### src/rtl/vga_frame_capture.sv
// vga_frame_capture
//   Samples a 640x480@60 VGA stream (active-low syncs, 8-bit RGB, one pixel
//   per clk) and writes one IMG_W x IMG_H window of 8-bit pixels into the
//   image RAM write port. One-shot: armed by start, captures the next full
//   frame, pulses done, returns to idle.
//   Build option: define VGA_CAP_GRAY_EN to store (R + 2G + B) >> 2 instead
//   of the red channel. Latency is the same in both builds.
//
// RAM write port handshake: the RAM is always ready, so there is no ready
// signal. A write happens in every cycle where wr_en is 1; wr_addr and
// wr_data are valid only in those cycles.
//
// Pipeline: pixel at inputs in cycle n -> input registers in cycle n+1
// (position and window decision computed here) -> write port registers
// present the write in cycle n+2.
module vga_frame_capture #(
    parameter int unsigned H_SYNC = 96,
    parameter int unsigned H_BACK = 48,
    parameter int unsigned V_SYNC = 2,
    parameter int unsigned V_BACK = 33,
    parameter int unsigned IMG_W  = 256,
    parameter int unsigned IMG_H  = 256,
    parameter int unsigned X_OFF  = 0,
    parameter int unsigned Y_OFF  = 0,
    parameter int unsigned ADDR_W = 16
) (
    input  logic              clk,
    input  logic              rst_n,
    input  logic              start,
    input  logic              hsync_in,
    input  logic              vsync_in,
    input  logic [7:0]        red_in,
    input  logic [7:0]        green_in,
    input  logic [7:0]        blue_in,
    output logic              wr_en,
    output logic [ADDR_W-1:0] wr_addr,
    output logic [7:0]        wr_data,
    output logic              busy,
    output logic              done,
    output logic              frame_err
);

    // Window bounds expressed directly in raw counter units, so negative
    // active coordinates never need a signed compare.
    localparam int unsigned X_LO = H_SYNC + H_BACK + X_OFF;
    localparam int unsigned X_HI = X_LO + IMG_W;
    localparam int unsigned Y_LO = V_SYNC + V_BACK + Y_OFF;
    localparam int unsigned Y_HI = Y_LO + IMG_H;
    localparam int unsigned XW   = $clog2(IMG_W);
    localparam logic [ADDR_W-1:0] LAST_ADDR = ADDR_W'(IMG_W * IMG_H - 1);

    typedef enum logic [1:0] {
        ST_IDLE    = 2'd0,
        ST_ARMED   = 2'd1,
        ST_CAPTURE = 2'd2,
        ST_DONE    = 2'd3
    } state_t;

    state_t state;
    state_t state_nxt;

    logic              hs_r;
    logic              vs_r;
    logic              hs_rr;
    logic              vs_rr;
    logic [7:0]        pix_in;
    logic [7:0]        pix_r;
    logic              hs_fall;
    logic              vs_fall;
    logic [10:0]       hcnt;
    logic [10:0]       h_pos;
    logic [9:0]        vcnt;
    logic [9:0]        v_pos;
    logic              in_win;
    logic [ADDR_W-1:0] x_rel;
    logic [ADDR_W-1:0] y_rel;
    logic [ADDR_W-1:0] addr_d;
    logic              wr_fire;
    logic              last_wr;

`ifdef VGA_CAP_GRAY_EN
    // Luma approximation with green weighted twice; 10-bit sum, truncated.
    logic [9:0] gray_sum;
    assign gray_sum = {2'b00, red_in} + {1'b0, green_in, 1'b0} + {2'b00, blue_in};
    assign pix_in   = 8'(gray_sum >> 2);
`else
    // Red channel only, matching the red-only image path.
    logic unused_chan;
    assign unused_chan = ^{green_in, blue_in};
    assign pix_in      = red_in;
`endif

    // Input stage: one register on syncs and pixel, a second on syncs for edge detection.
    always_ff @(posedge clk or negedge rst_n) begin
        if (!rst_n) begin
            hs_r  <= 1'b1;
            vs_r  <= 1'b1;
            hs_rr <= 1'b1;
            vs_rr <= 1'b1;
            pix_r <= '0;
        end else begin
            hs_r  <= hsync_in;
            vs_r  <= vsync_in;
            hs_rr <= hs_r;
            vs_rr <= vs_r;
            pix_r <= pix_in;
        end
    end

    assign hs_fall = hs_rr & ~hs_r;
    assign vs_fall = vs_rr & ~vs_r;

    // Position of the pixel now in the input registers: cleared on sync fall, saturating.
    always_comb begin
        h_pos = hcnt;
        v_pos = vcnt;
        if (hs_fall) begin
            h_pos = '0;
        end else if (!(&hcnt)) begin
            h_pos = hcnt + 11'd1;
        end
        if (vs_fall) begin
            v_pos = '0;
        end else if (hs_fall && !(&vcnt)) begin
            v_pos = vcnt + 10'd1;
        end
    end

    // Counter registers hold the position of the previous registered pixel.
    always_ff @(posedge clk or negedge rst_n) begin
        if (!rst_n) begin
            hcnt <= '0;
            vcnt <= '0;
        end else begin
            hcnt <= h_pos;
            vcnt <= v_pos;
        end
    end

    // Window test and write address; IMG_W is a power of two so the address is a concat.
    always_comb begin
        in_win = (32'(h_pos) >= X_LO) && (32'(h_pos) < X_HI) &&
                 (32'(v_pos) >= Y_LO) && (32'(v_pos) < Y_HI);
        x_rel  = ADDR_W'(32'(h_pos) - X_LO);
        y_rel  = ADDR_W'(32'(v_pos) - Y_LO);
        addr_d = (y_rel << XW) | x_rel;
    end

    assign wr_fire = (state == ST_CAPTURE) && in_win;
    assign last_wr = wr_en && (wr_addr == LAST_ADDR);

    // Write port registers; address and data only move on an actual write.
    always_ff @(posedge clk or negedge rst_n) begin
        if (!rst_n) begin
            wr_en   <= 1'b0;
            wr_addr <= '0;
            wr_data <= '0;
        end else begin
            wr_en <= wr_fire;
            if (wr_fire) begin
                wr_addr <= addr_d;
                wr_data <= pix_r;
            end
        end
    end

    // FSM state register.
    always_ff @(posedge clk or negedge rst_n) begin
        if (!rst_n) begin
            state <= ST_IDLE;
        end else begin
            state <= state_nxt;
        end
    end

    // FSM next state and status outputs. An early Vsync in CAPTURE simply
    // stays in CAPTURE: the new frame starts again at address 0.
    always_comb begin
        state_nxt = state;
        busy      = 1'b0;
        done      = 1'b0;
        case (state)
            ST_IDLE: begin
                if (start) begin
                    state_nxt = ST_ARMED;
                end
            end
            ST_ARMED: begin
                busy = 1'b1;
                if (vs_fall) begin
                    state_nxt = ST_CAPTURE;
                end
            end
            ST_CAPTURE: begin
                busy = 1'b1;
                if (last_wr) begin
                    state_nxt = ST_DONE;
                end
            end
            ST_DONE: begin
                done      = 1'b1;
                state_nxt = ST_IDLE;
            end
            default: begin
                state_nxt = ST_IDLE;
            end
        endcase
    end

    // Sticky abort flag: set by a Vsync that interrupts a capture, cleared by a fresh start.
    always_ff @(posedge clk or negedge rst_n) begin
        if (!rst_n) begin
            frame_err <= 1'b0;
        end else if ((state == ST_IDLE) && start) begin
            frame_err <= 1'b0;
        end else if ((state == ST_CAPTURE) && vs_fall && !last_wr) begin
            frame_err <= 1'b1;
        end
    end

endmodule
### config.mk
export PLATFORM = sky130hd
export DESIGN_NAME = vga_frame_capture
export DESIGN_NICKNAME = d
export VERILOG_FILES = /design/src/rtl/vga_frame_capture.sv
export SDC_FILE = /design/constraint.sdc
export NUM_CORES = 1
export LEC_CHECK = 0
export CORE_ASPECT_RATIO = 1.2
export CORE_UTILIZATION = 57
export DETAILED_ROUTE_END_ITERATION = 8
export DONT_BUFFER_PORTS = 1
export HOLD_SLACK_MARGIN = 0.08
export MAX_ROUTING_LAYER = met4
export PLACE_DENSITY = 0.74
export SETUP_SLACK_MARGIN = 0.05
export SLEW_MARGIN = 20
export SYNTH_ARGS = -nofsm -noshare
export SYNTH_HDL_FRONTEND = slang
export SYNTH_SLANG_ARGS = --single-unit
### constraint.sdc
create_clock -name clk -period 3.2 [get_ports clk]
set_input_delay 0.32 -clock clk [delete_from_list [all_inputs] [get_ports clk]]
set_output_delay 0.32 -clock clk [all_outputs]
set_load 0.02 [all_outputs]
==> results.toml, run 1 <==
[synthesis]
ys_top_cells_by_area = "dfrtp_1 (43%), mux2_4 (8.1%), ha_1 (3.8%)"
yosysSeqAreaShare_pct = 45.9
postSynthAreaPerCell_um2 = 11.3
ys_warn_count = 0
synth_cell_types = 63
synthArstFlopShare_pct = 100
netlist_area_um2 = 3330
synth_top_area_share_pct = 42.8
syn_inst = 296
synth-edff-count = 0
ys_ff_latch = 61
synth_top_area_cell = "dfrtp_1"
synth_ff_type = "dfrtp_1"
synth_nets = 335

[global_route]
grt_max_degree = 62
grt_pass1_wl_um = 12700
antenna_found_initial = 0
track_usage_pct = 28.3
grt_pass1_vias = 2576
grt_overflow = 0

[layout]
postLayoutCellArea_um2 = 3980
drive_above_1_share_pct = 31.2
antenna_cells = 0
syn_to_final_growth_pct = 19.3
final_cell_mix = "dfrtp_1 (56), buf_4 (35), mux2_4 (18), nor2_1 (16), nand2_1 (14)"
final_common_cell = "dfrtp_1"
final_net_count = 383

[route]
dr.pass1.iters = 4
wirelength_um = 8180
route.detailed.drc = 0
wl_per_cell_um = 19.8
initialDrtViolationCount = 181
viasPerCell = 6.34
ant_nets = 0
vias = 2619

[floorplanning]
rows = 30
die-area_um2 = 6160
die_h_um = 85.8
io_pins = 57
core_area_um2 = 5630
die_x_um = 71.8
initial_core_util_pct = 59.2

[place]
place_area_um2 = 3510
place_hpwl_um = 5340
pre_cts_ws_ps = -60.3
gp_congestion = 0.900
io_buffers = 0

[power]
ir_drop_mv = 0.513
p_sw_share_pct = 32.2
seqPwrFrac_pct = 45.7
switchingPower_mw = 0.613
intPower_mw = 1.29
pwr-share-comb_pct = 22.8
power.total_mw = 1.90
powerDensity_nw_per_um2 = 479
p_clk_share_pct = 31.6
leakagePower_nw = 1.83

[timing]
slew_headroom_pct = 56.2
fin_worst_skew_ps = 5.90
tns_ps = 0
setup-violations-final = 0
finalCritPeriodShare_pct = 95.4
slew_violations = 0
min_period_ps = 3050
fin_ws_ps = 146
tightest_slew_ps = 651
whs_ps = 373
hold_viol = 0
rsz0062_at_grt = "false"
fmax_mhz = 327

[clock_tree]
cts-root-buf = "clkbuf_8"
htree_levels = 3
cts.sinks = 61
clk_pin_slew_ps = 70
clk_path_buf_depth = 2
cts_tree = "built"
numCtsBuffers = 9
clk_latency_ps = 340

[critical_path]
r2r_end = "wr_addr[9]"
startpoint = "hcnt[5]"
critPathSlowestCell = "dfrtp_1"
ff2ff_setup_slack_ps = 150
r2r_start = "hcnt[5]"
crit_type = "reg -> reg"
crit_path_end_kind = "flop"
crit_arrival_ps = 3310
critPathCapture = "wr_addr[9]"
crit_required_ps = 3450
worst_r2r_path_depth = 14
crit_chain = "nand2_2 > nor4_4 > nor3_1 > or3_4 > ha_1 > nor2b_1 > o21ai_1 > nor3_1 > o31a_1 > nand4_4 > inv_8 > buf_4 > buf_4 > mux2i_1"
crit_path_start_kind = "flop"
cpPeakStageDelay_ps = 460
critPathMaxFanout = 6

[outcome]
status = "complete, no violations"

[job]
drv_cap = 0

[worst_hold_path]
hold_path_class = "reg -> reg"
==> cell usage after synthesis, drive strengths merged, types with 2 or more instances <==
| library cell | count |
|---|---|
| a211oi | 5 |
| a21oi | 11 |
| a221o | 2 |
| a311oi | 3 |
| a31oi | 12 |
| a41oi | 4 |
| and2 | 9 |
| and3 | 8 |
| and4 | 3 |
| buf | 11 |
| dfrtp | 57 |
| dfstp | 4 |
| ha | 10 |
| inv | 13 |
| mux2 | 24 |
| mux2i | 2 |
| nand2 | 16 |
| nand2b | 2 |
| nand3 | 9 |
| nand4 | 11 |
| nor2 | 16 |
| nor2b | 2 |
| nor3 | 6 |
| nor4 | 5 |
| o211ai | 2 |
| o21a | 2 |
| o21ai | 11 |
| o21bai | 2 |
| or3 | 4 |
| or4 | 2 |
| xnor2 | 7 |
| xor2 | 3 |
==> area by class of cell <==
type                    count  area (um^2)
flip-flops and latches     61         1530
repair inverters            1         11.3
well taps                  64         80.1
repair buffers             48          410
multi-input cells         210         1710
fillers                   383         1650
clock buffers               9          124
clock inverters             7         51.3
inverters                  13         61.3
==> power by group through the flow <==
stage	logic, mW	registers, mW	clock network [mW]
after global routing	0.477	0.874	0.644
after CTS	0.398	0.873	0.608
after floorplan	0.267	0.876	0
after detailed placement	0.362	0.888	0
after global placement	0.352	0.885	0
final	0.433	0.869	0.601
==> layer usage <==
layer | part of all wire (%) | global-route usage [%]
met5 | 0 | -
met1 | 41 | 34.2
met2 | 50 | 44.3
met3 | 5.3 | 6.93
met4 | 3.3 | 14.3
==> worst min path at each step <==
stage,cells after the start,end,startpoint
global placement,0,vcnt[9],rst_n
finish,0,vs_rr,vs_r
floorplan,0,frame_err,rst_n
detailed placement,0,state[1],rst_n
CTS,3,state[0],start
global route,0,vs_rr,vs_r
==> logic make-up after synthesis <==
kind of cell / synth area share (%)
AOI/OAI and AO/OA: 15.1
xor gates and xnor gates: 2.63
adders and majority gates: 3.75
buffers and inverters: 4.65
DFF: 45.9
muxes: 10.7
and+or+nand+nor: 17.2
==> repair_timing <==
item / in CTS / in global routing
hold buffers: 13 / 0
endpoints found under the setup margin: 22 / 22
pin swaps: 0 / 6
gates resized for setup: 4 / 14
endpoints found under the hold margin: 72 / 0
buffers inserted: 0 / 8
cloned: 0 / 1
==> metrics by stage <==
step	utilization, %	std cells
after floorplan	-	296
after global placement	62.4	375
after detailed placement	62.4	375
after CTS	68.5	404
after global routing	70.6	413
final	70.6	413
==> sequential cells by signal (all words and copies together) (netlist names) <==
register   count
wr_addr       16
hcnt          11
vcnt          10
pix_r          8
wr_data        8
state          2
frame_err      1
hs_r           1
hs_rr          1
vs_r           1
vs_rr          1
wr_en          1
==> worst max-delay path, delay by kind of cell (launching register included) <==
| kind | cells | cell delay (ps) |
|---|---|---|
| mux | 1 | 180 |
| fa+ha+maj | 1 | 190 |
| flops | 1 | 460 |
| compound gates | 2 | 380 |
| buf+inv | 3 | 350 |
| simple gates | 7 | 1400 |
Power figures use the tool's default switching activity.
==> inputs of run 2 (changes only) <==
--- a/config.mk
+++ b/config.mk
@@ -5,10 +5,12 @@
 export SDC_FILE = /design/constraint.sdc
 export NUM_CORES = 1
 export LEC_CHECK = 0
+export CAP_MARGIN = 20
 export CORE_ASPECT_RATIO = 1.2
 export CORE_UTILIZATION = 57
 export DETAILED_ROUTE_END_ITERATION = 8
 export DONT_BUFFER_PORTS = 1
+export GPL_ROUTABILITY_DRIVEN = 1
 export HOLD_SLACK_MARGIN = 0.08
 export MAX_ROUTING_LAYER = met4
 export PLACE_DENSITY = 0.74
==> results of run 2 <==
The final DEF is identical to that of run 1; final timing and power are the same.
==> inputs of run 3 (changes only) <==
--- a/config.mk
+++ b/config.mk
@@ -12,7 +12,6 @@
 export DONT_BUFFER_PORTS = 1
 export GPL_ROUTABILITY_DRIVEN = 1
 export HOLD_SLACK_MARGIN = 0.08
-export MAX_ROUTING_LAYER = met4
 export PLACE_DENSITY = 0.74
 export SETUP_SLACK_MARGIN = 0.05
 export SLEW_MARGIN = 20
==> results.toml, run 3 (synthesized netlist as in run 1, its figures left out) <==
[outcome]
status = "complete, no violations"

[layout]
final_net_count = 378
final_common_cell = "dfrtp_1"
seq_area_um2 = 1530
antenna_cells = 0
top_regs = "wr_addr: 16 flops, hcnt: 11 flops, vcnt: 10 flops"
final_cell_mix = "dfrtp_1 (57), buf_4 (28), mux2_4 (18), nor2_1 (16), nand2_1 (14)"
largest_reg_flops = 16
postLayoutCellArea_um2 = 3960
final_cells = 407
regMostFlops = "wr_addr"
syn_to_final_growth_pct = 18.8
multi_input_area_um2 = 1700
drive_above_1_share_pct = 29.4
finalCoreUtilization_pct = 70.4
n_fill_cell = 374

[clock_tree]
clk_path_buf_depth = 2
htree_levels = 3
cts_tree = "built"
cts-root-buf = "clkbuf_8"
clk_pin_slew_ps = 70
numCtsBuffers = 9
clk_latency_ps = 340
cts.sinks = 61

[route]
viasPerCell = 6.23
initialDrtViolationCount = 161
ant_nets = 0
route.detailed.drc = 0
vias = 2537
wl_per_cell_um = 19.6
wirelength_um = 7970
dr.pass1.iters = 4

[global_route]
top_usage_layer = "met2"
use_met2_pct = 42.9
antenna_found_initial = 0
grt_max_degree = 62
gr-usage-met3_pct = 8.58
grt_pass1_wl_um = 12500
met1_usage_pct = 35.4
track_usage_pct = 27.4
grt_overflow = 0
grt_pass1_vias = 2482

[timing]
hold_viol = 0
slew_violations = 0
finalCritPeriodShare_pct = 95.0
fmax_mhz = 329
fin_worst_skew_ps = 13.3
tns_ps = 0
slew_headroom_pct = 57.7
fin_ws_ps = 161
tightest_slew_ps = 634
setup-violations-final = 0
min_period_ps = 3040
whs_ps = 359

[critical_path]
crit_arrival_ps = 3260
crit_required_ps = 3420
crit_path_start_kind = "flop"
crit_type = "reg -> reg"
critPathMaxFanout = 9
crit_path_end_kind = "flop"

[floorplanning]
core_area_um2 = 5630
die_h_um = 85.8
rows = 30
io_pins = 57
initial_core_util_pct = 59.2
die-area_um2 = 6160
die_x_um = 71.8

[power]
power.total_mw = 1.94
ir_drop_mv = 0.365
powerDensity_nw_per_um2 = 491
leakagePower_nw = 1.81

[place]
io_buffers = 0
dp.cells = 375
pre_cts_ws_ps = -10.1
place_hpwl_um = 5370
place_area_um2 = 3510
gp_congestion = 0.917

[worst_hold_path]
hold_path_class = "in -> reg"

[job]
drv_cap = 0
==> run 3: critical path, stage by stage, from the launching register on <==
cell,delay [ps]
dfstp_2,550
nor2b_2,210
buf_6,170
buf_4,160
and3_2,200
a211oi_2,80
or4_4,580
a31oi_4,210
nand4_4,260
clkinv_4,190
mux2_4,320
==> run 3: layout make-up <==
class / count / share of cell area (%)
repair buffers: 42 / 9.32
clock inverters: 2 / 0.411
repair inverters: 2 / 0.632
flip-flops and latches: 61 / 38.7
inverters: 13 / 1.55
well taps: 64 / 2.02
clock buffers: 13 / 4.52
multi-input cells: 210 / 42.9
==> run 3: path summary, 6_finish.rpt <==
kind                       startpoint     endpoint  slack [ps]  cells past startpoint
min reg2reg                      vs_r        vs_rr         370                      0
max in group asynchronous       rst_n        vs_rr        2350                      2
max                             hs_rr  wr_addr[15]         160                     10
min in group asynchronous       rst_n      vcnt[5]         550                      2
min                             start     state[0]         360                      3
max reg2reg                     hs_rr  wr_addr[15]         160                     10
==> run 3: timing repair <==
item | 4_1_cts | 5_1_grt
cloned | 1 | 1
endpoints found under the hold margin | 72 | 0
hold buffers | 13 | 0
setup buffers | 0 | 2
resized for setup | 5 | 14
pin swaps | 0 | 5
endpoints found under the setup margin | 22 | 23
==> run 3: power breakdown <==
| group | internal [mW] | switching [mW] | leakage [nW] |
|---|---|---|---|
| registers | 0.825 | 0.0562 | 0.807 |
| logic | 0.173 | 0.230 | 0.909 |
| clock network | 0.363 | 0.297 | 0.0977 |
| total | 1.36 | 0.583 | 1.81 |
==> run 3: per-layer routing <==
metal  wire, um  share of wire, %
met5          0                 0
met4        165               2.1
met3        439               5.5
met2       4050                51
met1       3310                42
